`config.mk`:
```
export PLATFORM = sky130hd
export DESIGN_NAME = sha3_padder
export DESIGN_NICKNAME = d
export VERILOG_FILES = /design/src/rtl/sha3_padder.sv
export SDC_FILE = /design/constraint.sdc
export NUM_CORES = 1
export LEC_CHECK = 0
export ABC_CLOCK_PERIOD_IN_PS = 3500
export CAP_MARGIN = 30
export CORE_MARGIN = 2
export CORE_UTILIZATION = 35
export CTS_CLUSTER_SIZE = 28
export DETAILED_ROUTE_END_ITERATION = 10
export MAX_ROUTING_LAYER = met4
export REMOVE_ABC_BUFFERS = 1
export SLEW_MARGIN = 20
export SYNTH_ARGS = -nofsm -noshare
export SYNTH_HDL_FRONTEND = slang
export SYNTH_SLANG_ARGS = --single-unit
```
`constraint.sdc`:
```
create_clock -name clk -period 3.5 [get_ports clk]
set_clock_uncertainty 0.2 [all_clocks]
set_input_delay 0.7 -clock clk [delete_from_list [all_inputs] [get_ports clk]]
set_output_delay 0.7 -clock clk [all_outputs]
set_load 0.05 [all_outputs]
```
`src/rtl/sha3_padder.sv`:
```
// SHA-3 pad10*1 byte padder: packs a byte stream into rate-sized blocks and
// appends the 0x06 .. 0x80 domain/pad pattern, splitting into an extra block when needed.
//
// state | meaning
// FILL  | accepting message bytes into the block register
// PAD   | one cycle writing the pad pattern from byte cnt upward
// OUT   | block presented, waiting for block_ready
module sha3_padder #(
  parameter int D = 512,
  parameter int R = 1600 - 2*D
) (
  input  logic         clk,
  input  logic         reset,
  input  logic         in_valid,
  output logic         in_ready,
  input  logic [7:0]   in_data,
  input  logic         in_keep,
  input  logic         in_last,
  output logic [R-1:0] block,
  output logic         block_valid,
  input  logic         block_ready,
  output logic         block_last
);
  localparam int NB = R / 8;
  localparam int CW = $clog2(NB);
  localparam logic [CW-1:0] LAST_IDX = CW'(NB - 1);

  localparam logic [1:0] FILL = 2'd0;
  localparam logic [1:0] PAD  = 2'd1;
  localparam logic [1:0] OUT  = 2'd2;

  logic [1:0]    state;
  logic [CW-1:0] cnt;
  logic          pp;
  logic          armed;
  logic          take;
  logic          drain;

  // armed keeps in_ready low until the first edge after reset release
  assign in_ready    = armed && (state == FILL);
  assign block_valid = (state == OUT);
  assign take        = in_valid && in_ready;
  assign drain       = block_valid && block_ready;

  always_ff @(posedge clk or negedge reset) begin
    if (!reset) armed <= 1'b0;
    else        armed <= 1'b1;
  end

  always_ff @(posedge clk or negedge reset) begin
    if (!reset) begin
      state      <= FILL;
      cnt        <= '0;
      pp         <= 1'b0;
      block      <= '0;
      block_last <= 1'b0;
    end else begin
      case (state)
        FILL: begin
          if (take) begin
            if (in_keep) begin
              for (int k = 0; k < NB; k++) begin
                if (CW'(k) == cnt) block[R-1-8*k -: 8] <= in_data;
              end
              if (cnt == LAST_IDX) begin
                // full block with last set: the pad needs a whole extra block
                state      <= OUT;
                block_last <= 1'b0;
                cnt        <= '0;
                pp         <= in_last;
              end else begin
                cnt <= cnt + 1'b1;
                if (in_last) state <= PAD;
              end
            end else if (in_last) begin
              state <= PAD;
            end
          end
        end
        PAD: begin
          // bytes below cnt keep message data; 0x06 and 0x80 merge when cnt is the last byte
          for (int k = 0; k < NB; k++) begin
            if (CW'(k) == cnt)
              block[R-1-8*k -: 8] <= (k == NB - 1) ? 8'h86 : 8'h06;
            else if (CW'(k) > cnt)
              block[R-1-8*k -: 8] <= (k == NB - 1) ? 8'h80 : 8'h00;
          end
          state      <= OUT;
          block_last <= 1'b1;
        end
        OUT: begin
          if (drain) begin
            cnt <= '0;
            if (pp) begin
              pp    <= 1'b0;
              state <= PAD;
            end else begin
              state <= FILL;
              block <= '0;
            end
          end
        end
        default: state <= FILL;
      endcase
    end
  end

endmodule

```
Word level (Yosys, flattened, before mapping)
Cells that the tools add are included.
- register bits: 588
- bits in latches: 0
- memory bits (writable): 0
- memory bits (read-only): 0
- input bits: 14
- output and inout bits: 579
- logic and storage cells: 699
- memories: 0
- $add $sub $neg: 1
- multiply operators: 0
- divide/modulo/power cells: 0
- magnitude comparators: 72
- equality and inequality tests: 223
- shift-type cells: 0
- mux-type cells: 242
- bitwise gates (word level): 0
- reductions and logical operators: 84
- operators with widths (kind ; number):
    $mux 576 ; 4
    $mux 8 ; 216
    $pmux 576 s3 ; 1
    $reduce_and 7->1 ; 72
    $eq 6x7->1 const A ; 32
    $gt 6x7->1 const A ; 32
    $ne 3x3->1 const B ; 72
    $ne 2x1->1 const B ; 74
    $eq 5x7->1 const A ; 16
    $gt 5x7->1 const A ; 16
    $eq 4x7->1 const A ; 8
    $eq 7x7->1 const A ; 8
    $gt 4x7->1 const A ; 8
    $gt 7x7->1 const A ; 8
    $eq 3x7->1 const A ; 4
    $gt 3x7->1 const A ; 4
    $mux 7 ; 4
    $eq 2x7->1 const A ; 2
    $gt 1x7->1 const A ; 2
    $gt 2x7->1 const A ; 2
    $pmux 7 s2 ; 1
    $mux 2 ; 5
    $mux 1 ; 8
    $reduce_and 4->1 ; 2
    other kinds (15) ; 21

Longest topological paths before layout
Gate-level depths: netlist of the first run.
- depth after elaboration: 5
- gate-level depth with buffers: 11
- gate-level depth less buffers: 7

Worst setup path after synthesis of the first run
No wires, ideal clock.
- kind: register to register
- start point: reg state[0]
- end point: reg block[232]
- library setup time: 0.125 ns
- arrival time: 2.576 ns
- data required time: 3.175 ns
- path slack: 0.599 ns
- cell stages (with the launch flop): 11
- path buffers: 3
- clock period less this slack: 2.901 ns
- cells stage by stage: dfrtp_1 -> inv_1 -> ha_1 -> buf_2 -> nor2b_1 -> a21oi_1 -> and2_1 -> buf_2 -> buf_2 -> o21ai_1 -> mux2_2
- elaborated cells between the ends (all ways): 15
- those cells by class: eq/ne (8); mux (1); reduce/logical (6)
- RTL lines (item ; RTL line ; source):
    start: declaration ; 32 ; logic [1:0] state;
    start signal: assignment ; 52 ; state <= FILL;
    start signal: assignment ; 67 ; state <= OUT;
    start signal: assignment ; 73 ; if (in_last) state <= PAD;
    $eq 2x2->1 * ; 41 ; assign block_valid = (state == OUT);
    net block_valid ; 20 ; output logic block_valid,
    $logic_and 1x1->1 ; 43 ; assign drain = block_valid && block_ready;
    $ne 2x1->1 (no source line) ; - ;
    $reduce_and 7->1 (no source line) ; - ;
    end signal: indexed assignment ; 63 ; if (CW'(k) == cnt) block[R-1-8*k -: 8] <= in_data;
    end signal: indexed assignment ; 84 ; block[R-1-8*k -: 8] <= (k == NB - 1) ? 8'h86 : 8'h06;
    end signal: indexed assignment ; 86 ; block[R-1-8*k -: 8] <= (k == NB - 1) ? 8'h80 : 8'h00;
    end: declaration ; 19 ; output logic [R-1:0] block,
Mark *: on every way through the listed nets, which the timed path passes. The rest lies on a longest branch.
A chain may end at the register's enable or synchronous reset.

Worst setup path after layout of the first run
- start point: reg state[1]
- end point: reg block[570]
- longest elaborated chain between the ends: 5
- elaborated cells between the ends (all ways): 15
- those cells by class: eq/ne (8); mux (1); reduce/logical (6)
- RTL lines (item ; RTL line ; source):
    $logic_not 2->1 ; 40, 58 ;
    $logic_and 1x1->1 ; 40 ; assign in_ready = armed && (state == FILL);
    $logic_and 1x1->1 ; 42 ; assign take = in_valid && in_ready;
    $ne 2x2->1 (no source line) ; - ;
    $reduce_and 7->1 (no source line) ; - ;
Parallel ways exist; a longest one is shown, timed or not.

==> metrics.yaml, run 1 <==
syn_area_um2: 24800
hold_class: "flip-flop to flip-flop"
setup_violations: 0
antenna_found_initial: 4
grt_usage_pct: 24.7
fin_crit_sh_pct: 93.4
finalNetCount: 2507
core_area_um2: 70100
synth_seq_cells: 588
finalHoldViolations: 0
rsz0062_at_grt: "false"
cts_buffers: 69
synth_area_leaders: "dfrtp_1, mux2_2, o21ai_0"
grt_pass1_vias: 19126
syn_to_final_growth_pct: 39.2
first_pass_iters: 5
drv_slew: 0
crit_family: "compound AO/OA/AOI/OAI gates"
dieArea_um2: 73100
post_drt_wl_per_cell_um: 25.6
final_cells: 3478
clk-insertion-delay-late_ns: 0.61
nFillCells: 6237
grt_max_degree: 96
critPathArrivalTime_ns: 3.55
cp_slowest_cell: "ha_1"
via_count: 18246
synth_edf_count: 0
max_freq_mhz: 306
synth_ff_type: "dfrtp_1"
wl_mm: 88.9
grt_remaining_overflow: 0
cp_num_buf_inv: 3
rrSetupSlack_ns: 0.23
post-cts-setup-buffers: 0
dp_hpwl_mm: 63.3
cpMostUsedCell: "buf_4"
critPathKind: "flip-flop to flip-flop"
drt-initial-drc-count: 1238
crit_chain: "inv_1, ha_1, buf_4, o41a_1, nor2_1, buf_4, a32oi_1, nand2b_1, mux2_2"
drive_gt1_share_pct: 31.1
endpoint_kind: "flip-flop"
core.rowCount: 97
netlist.area_leader.share_pct: 59.3
postSynthCellCount: 1872
port_buffers: 592
synth_top_area_cell: "dfrtp_1"
avgSynthCellArea_um2: 13.3
seq_area_frac_synth_pct: 59.3
clockRootBuffer: "clkbuf_16"
ctsHtreeMaxLevel: 3
synth_cell_type_count: 68
max_slew_margin_pct: 40.5
grt_pass1_wl_mm: 132
dp.cells: 3352
cp_data_required_time_ns: 3.79
place_congestion: 0.907
slowest_delay_ns: 0.48
start_util_pct: 35.4
cts_buffer_depth: 3
ys_async_sr_fraction_pct: 100
yosys_warnings: 0
finalWorstPathRequiredPeriod_ns: 3.27
outcome: "finished clean"
drc: 0
final_antenna_net_count: 0
cap_violations: 0
chipWidth_um: 270
clkSlewWorstSetupHoldPaths_ns: 0.06
worst_pin_slew_ns: 0.886
die-height_um: 270
critPathMaxFanout: 11
io_pins: 593
via_per_inst: 5.25
crit_path_start_kind: "flip-flop"
cts_tree: "yes"
cts_sinks: 588
==> flip-flops by register name, indices dropped and copies added (netlist names) <==
| register | count |
|---|---|
| armed | 1 |
| block | 576 |
| block_last | 1 |
| cnt | 7 |
| pp | 1 |
| state | 2 |
==> kinds of logic (layout without fill, tap and decap cells) <==
family / Yosys count / after routing / share of synthesized area [%]
flip-flops: 588 / 588 / 59.3
multiplexers: 528 / 528 / 24.0
AO/OA/AOI/OAI: 338 / 338 / 8.41
AND/OR/NAND/NOR: 271 / 271 / 5.42
buffers and inverters: 138 / 801 / 2.44
adder cells (fa/ha/maj): 8 / 8 / 0.403
other: 1 / 4 / 0.0151
==> synth_stat cells, types with 3 or more instances <==
cell type and instances:
nand2_1 97, nand2b_1 23, nand2_2 6, and2_1 7, o21ai_2 33, nor2_1 42
or3_1 4, o21a_1 3, nor2_2 3, o211ai_1 3, mux2_4 6, mux2_2 520
nand4_1 8, buf_2 31, o2bb2ai_1 4, nand4b_1 3, nor3_1 19, o21ai_1 9
buf_1 4, inv_1 7, or2_2 5, nand3_1 19, ha_1 8, a31oi_1 8
and3_1 4, nor2b_1 16, a21oi_1 18, clkbuf_1 85, a21o_1 3, dfrtp_1 588
a41oi_1 3, o22ai_1 18, a211oi_1 3, buf_4 7, o32ai_1 4, o21ai_0 203
buf_6 3, nand3b_1 5
==> metal layers <==
layer	track usage (%)	vias up	share of wire (%)
met5	-	-	0
met4	8.39	0	3.6
met3	5.96	168	6.4
met2	40.7	665	50
met1	29.7	9483	41
li1	-	7930	-
==> cell usage in the layout, fill, tap and decap left out, types with 5 or more instances in the layout <==
master	netlist	layout
buf_4	7	71
nor3_1	19	19
and2_1	7	6
nand3b_1	5	5
nor2_1	42	42
nand4_1	8	8
nand2_1	97	97
clkdlybuf4s50_1	0	589
inv_1	7	7
ha_1	8	7
o21ai_2	33	33
o22ai_1	18	18
clkinv_2	0	7
or2_2	5	5
o21ai_1	9	9
a31oi_1	8	8
mux2_4	6	6
nor2b_1	16	10
clkbuf_16	0	71
nand2_2	6	6
o21ai_0	203	203
mux2_2	520	520
nor2b_4	0	6
buf_12	0	9
dfrtp_1	588	588
nand3_1	19	19
clkbuf_8	0	12
clkbuf_1	85	13
bufinv_16	0	8
a21oi_1	18	18
nand2b_1	23	21
==> path summary, 6_finish.rpt <==
check                           start          to  cells past startpoint
max                          state[1]  block[570]                      9
min                        block[180]  block[180]                      2
max reg2reg                  state[1]  block[570]                      9
min reg2reg                block[180]  block[180]                      2
max in group asynchronous       reset  block[459]                      3
min in group asynchronous       reset  block[104]                      2
==> cell type report <==
class	instances	area (µm²)	area share (%)
Antenna cell	3	7.51	0.0217
Clock inverter	25	418	1.21
Timing Repair Buffer	673	6650	19.2
Clock buffer	96	1990	5.76
Tap cell	940	1180	3.40
Multi-Input combinational cell	1146	9590	27.7
Inverter	7	26.3	0.0760
Sequential cell	588	14700	42.6
==> stage by stage <==
| step | setup WS, ns | instance area, µm² | util (%) | hold WS (ns) | TNS, ns |
|---|---|---|---|---|---|
| after detailed placement | 0.107 | 32100 | 45.8 | 0.270 | 0 |
| after global placement | 0.0975 | 32100 | 45.8 | 0.262 | 0 |
| after floorplan | -1.46 | 24200 | - | 0.204 | -575.93 |
| after global routing | 0.0800 | 34600 | 49.3 | 0.306 | 0 |
| final | 0.231 | 34600 | 49.3 | 0.273 | 0 |
| after CTS | 0.277 | 34600 | 49.3 | 0.282 | 0 |
==> worst reg2reg max path: cells and delay by family, from the launching register on <==
kind,cells,cell delay (ns)
muxes,1,0.39
adders and majority gates,1,0.48
AOI/OAI and AO/OA,2,0.64
DFF,1,0.42
buffers and inverters,3,0.52
and+or+nand+nor,2,0.49
==> what timing repair did <==
| item | in CTS | in global routing |
|---|---|---|
| hold endpoints to repair | 57 | 0 |
| setup endpoints to repair | 1 | 0 |
| hold buffers | 1 | 0 |
| resized for setup | 1 | 0 |
Power of run 1 is left out: the tool's default activity adds up to more than one toggle a clock period on the data nets, which glitch-free logic cannot reach.
==> run 2: changes to the inputs <==
--- a/config.mk
+++ b/config.mk
@@ -13,7 +13,6 @@
 export DETAILED_ROUTE_END_ITERATION = 10
 export MAX_ROUTING_LAYER = met4
 export REMOVE_ABC_BUFFERS = 1
-export SLEW_MARGIN = 20
 export SYNTH_ARGS = -nofsm -noshare
 export SYNTH_HDL_FRONTEND = slang
 export SYNTH_SLANG_ARGS = --single-unit
==> run 2 against run 1 <==
Against the previous run:
- first-iteration DRC count decreased by 18%
- die area unchanged
- worst hold slack improved by 0.00074 ns
- routed wire length increased by 0.10%
- cell count about the same
- worst setup slack got worse by 0.091 ns
- utilization decreased by 0.27 points
- critical path depth unchanged
- largest cell class unchanged
- highest routed layer unchanged
==> metrics.yaml, run 2 (synthesized netlist as in run 1, its figures left out) <==
crit_family: "compound AO/OA/AOI/OAI gates"
grt_pass1_vias: 19072
core.rowCount: 97
finalNetCount: 2508
drive_gt1_share_pct: 31.1
cp_num_buf_inv: 3
grt_max_degree: 96
finalHoldViolations: 0
critPathMaxFanout: 11
fin_crit_sh_pct: 96.0
post_drt_wl_per_cell_um: 25.6
grt_usage_pct: 24.8
cpMostUsedCell: "buf_4"
pre_cts_slack_ns: 0.0970
io_pins: 593
cp_data_required_time_ns: 3.79
drv_slew: 0
grt_pass1_wl_mm: 132
wl_mm: 89.0
max_slew_margin_pct: 31.6
ctsHtreeMaxLevel: 3
via_count: 18178
die-height_um: 270
antenna_found_initial: 1
first_pass_iters: 5
cp_slowest_cell: "a32oi_1"
hp-start: "block[180]"
core_area_um2: 70100
cts_tree: "yes"
post-route-util_pct: 49.0
outcome: "finished clean"
largest_reg_flops: 576
rsz0062_at_grt: "false"
max_freq_mhz: 298
endpoint_kind: "flip-flop"
dp.cells: 3353
postLayoutSetupSlackWorst_ns: 0.141
regMostFlops: "block"
drt-initial-drc-count: 1010
start_util_pct: 35.4
cts_buffer_depth: 3
final_common_cell: "clkdlybuf4s50_1"
rrSetupSlack_ns: 0.14
dp_hpwl_mm: 63.4
clkSlewWorstSetupHoldPaths_ns: 0.06
cts_sinks: 588
worst_pin_slew_ns: 1.02
cap_violations: 0
setup_violations: 0
reg2regPathDepth: 9
final_antenna_net_count: 0
hold_depth: 2
post-cts-setup-buffers: 0
cts_buffers: 70
final_cell_mix: "clkdlybuf4s50_1, dfrtp_1, mux2_2, o21ai_0, nand2_1"
clockRootBuffer: "clkbuf_16"
via_per_inst: 5.23
dieArea_um2: 73100
tns_ns: 0
critPathKind: "flip-flop to flip-flop"
crit_chain: "inv_1, ha_1, buf_4, o41a_1, nor2_1, buf_4, a32oi_1, nand2b_1, mux2_2"
r2r_end: "block[570]"
slowest_delay_ns: 0.51
grt_remaining_overflow: 0
crit_path_start_kind: "flip-flop"
chipWidth_um: 270
regToRegStartpoint: "state[1]"
min_to: "block[180]"
reg_top3: "block x576, cnt x7, state x2"
clk-insertion-delay-late_ns: 0.62
port_buffers: 592
hold_class: "flip-flop to flip-flop"
syn_to_final_growth_pct: 38.5
drc: 0
finalWorstPathRequiredPeriod_ns: 3.36
final_cells: 3475
place_congestion: 0.907
critPathArrivalTime_ns: 3.65
==> run 2: cell count changes in the layout (fill, tap and decap cells not counted), sizes merged <==
cell      change
clkbuf        +1
clkinvlp      -1
buf           +1
bufinv        -7
clkinv        +5
diode         -2
==> run 2: how the worst max path moves through the flow <==
stage | startpoint | end | slack [ns] | depth (start not counted)
after global routing | cnt[6] | block[312] | 0.1 | 5
final | state[1] | block[570] | 0.14 | 9
after global placement | in_keep | block[382] | 0.1 | 8
after detailed placement | in_keep | block[382] | 0.1 | 8
after floorplan | state[0] | block[264] | -1.46 | 6
after CTS | state[0] | block_valid | 0.27 | 3
==> run 2: area by class of cell <==
cell class / count / area, µm²
Antenna cell: 1 / 2.50
Clock buffer: 98 / 2020
Clock inverter: 22 / 215
Fill cell: 6242 / 35800
Inverter: 7 / 26.3
Multi-Input combinational cell: 1146 / 9580
Sequential cell: 588 / 14700
Tap cell: 940 / 1180
Timing Repair Buffer: 673 / 6650
==> run 2: stage by stage <==
| stage | area (µm²) | hold slack (ns) |
|---|---|---|
| 2_1_floorplan | 24200 | 0.204 |
| 3_3_place_gp | 32100 | 0.262 |
| 3_5_place_dp | 32100 | 0.270 |
| 4_1_cts | 34400 | 0.282 |
| 5_1_grt | 34400 | 0.306 |
| 6_report | 34400 | 0.273 |
==> run 2: worst min-delay path, cell delays in order, from the launching register on <==
cell,delay (ns)
dfrtp_1,0.34
nand2_1,0.04
o21ai_0,0.06
==> run 2: timing repair <==
| action | CTS | global route |
|---|---|---|
| gates resized for setup | 1 | 0 |
| endpoints found under the hold margin | 57 | 0 |
| setup endpoints to repair | 1 | 0 |
| hold buffers | 1 | 0 |
==> run 2: layer usage <==
layer	global-route usage, %	share of wire [%]	up-vias
met4	7.66	3.0	0
met5	-	0	-
met1	29.8	41	9449
met3	6.21	6.7	160
met2	40.9	50	644
li1	-	-	7925
Power of run 2 is left out for the same reason.
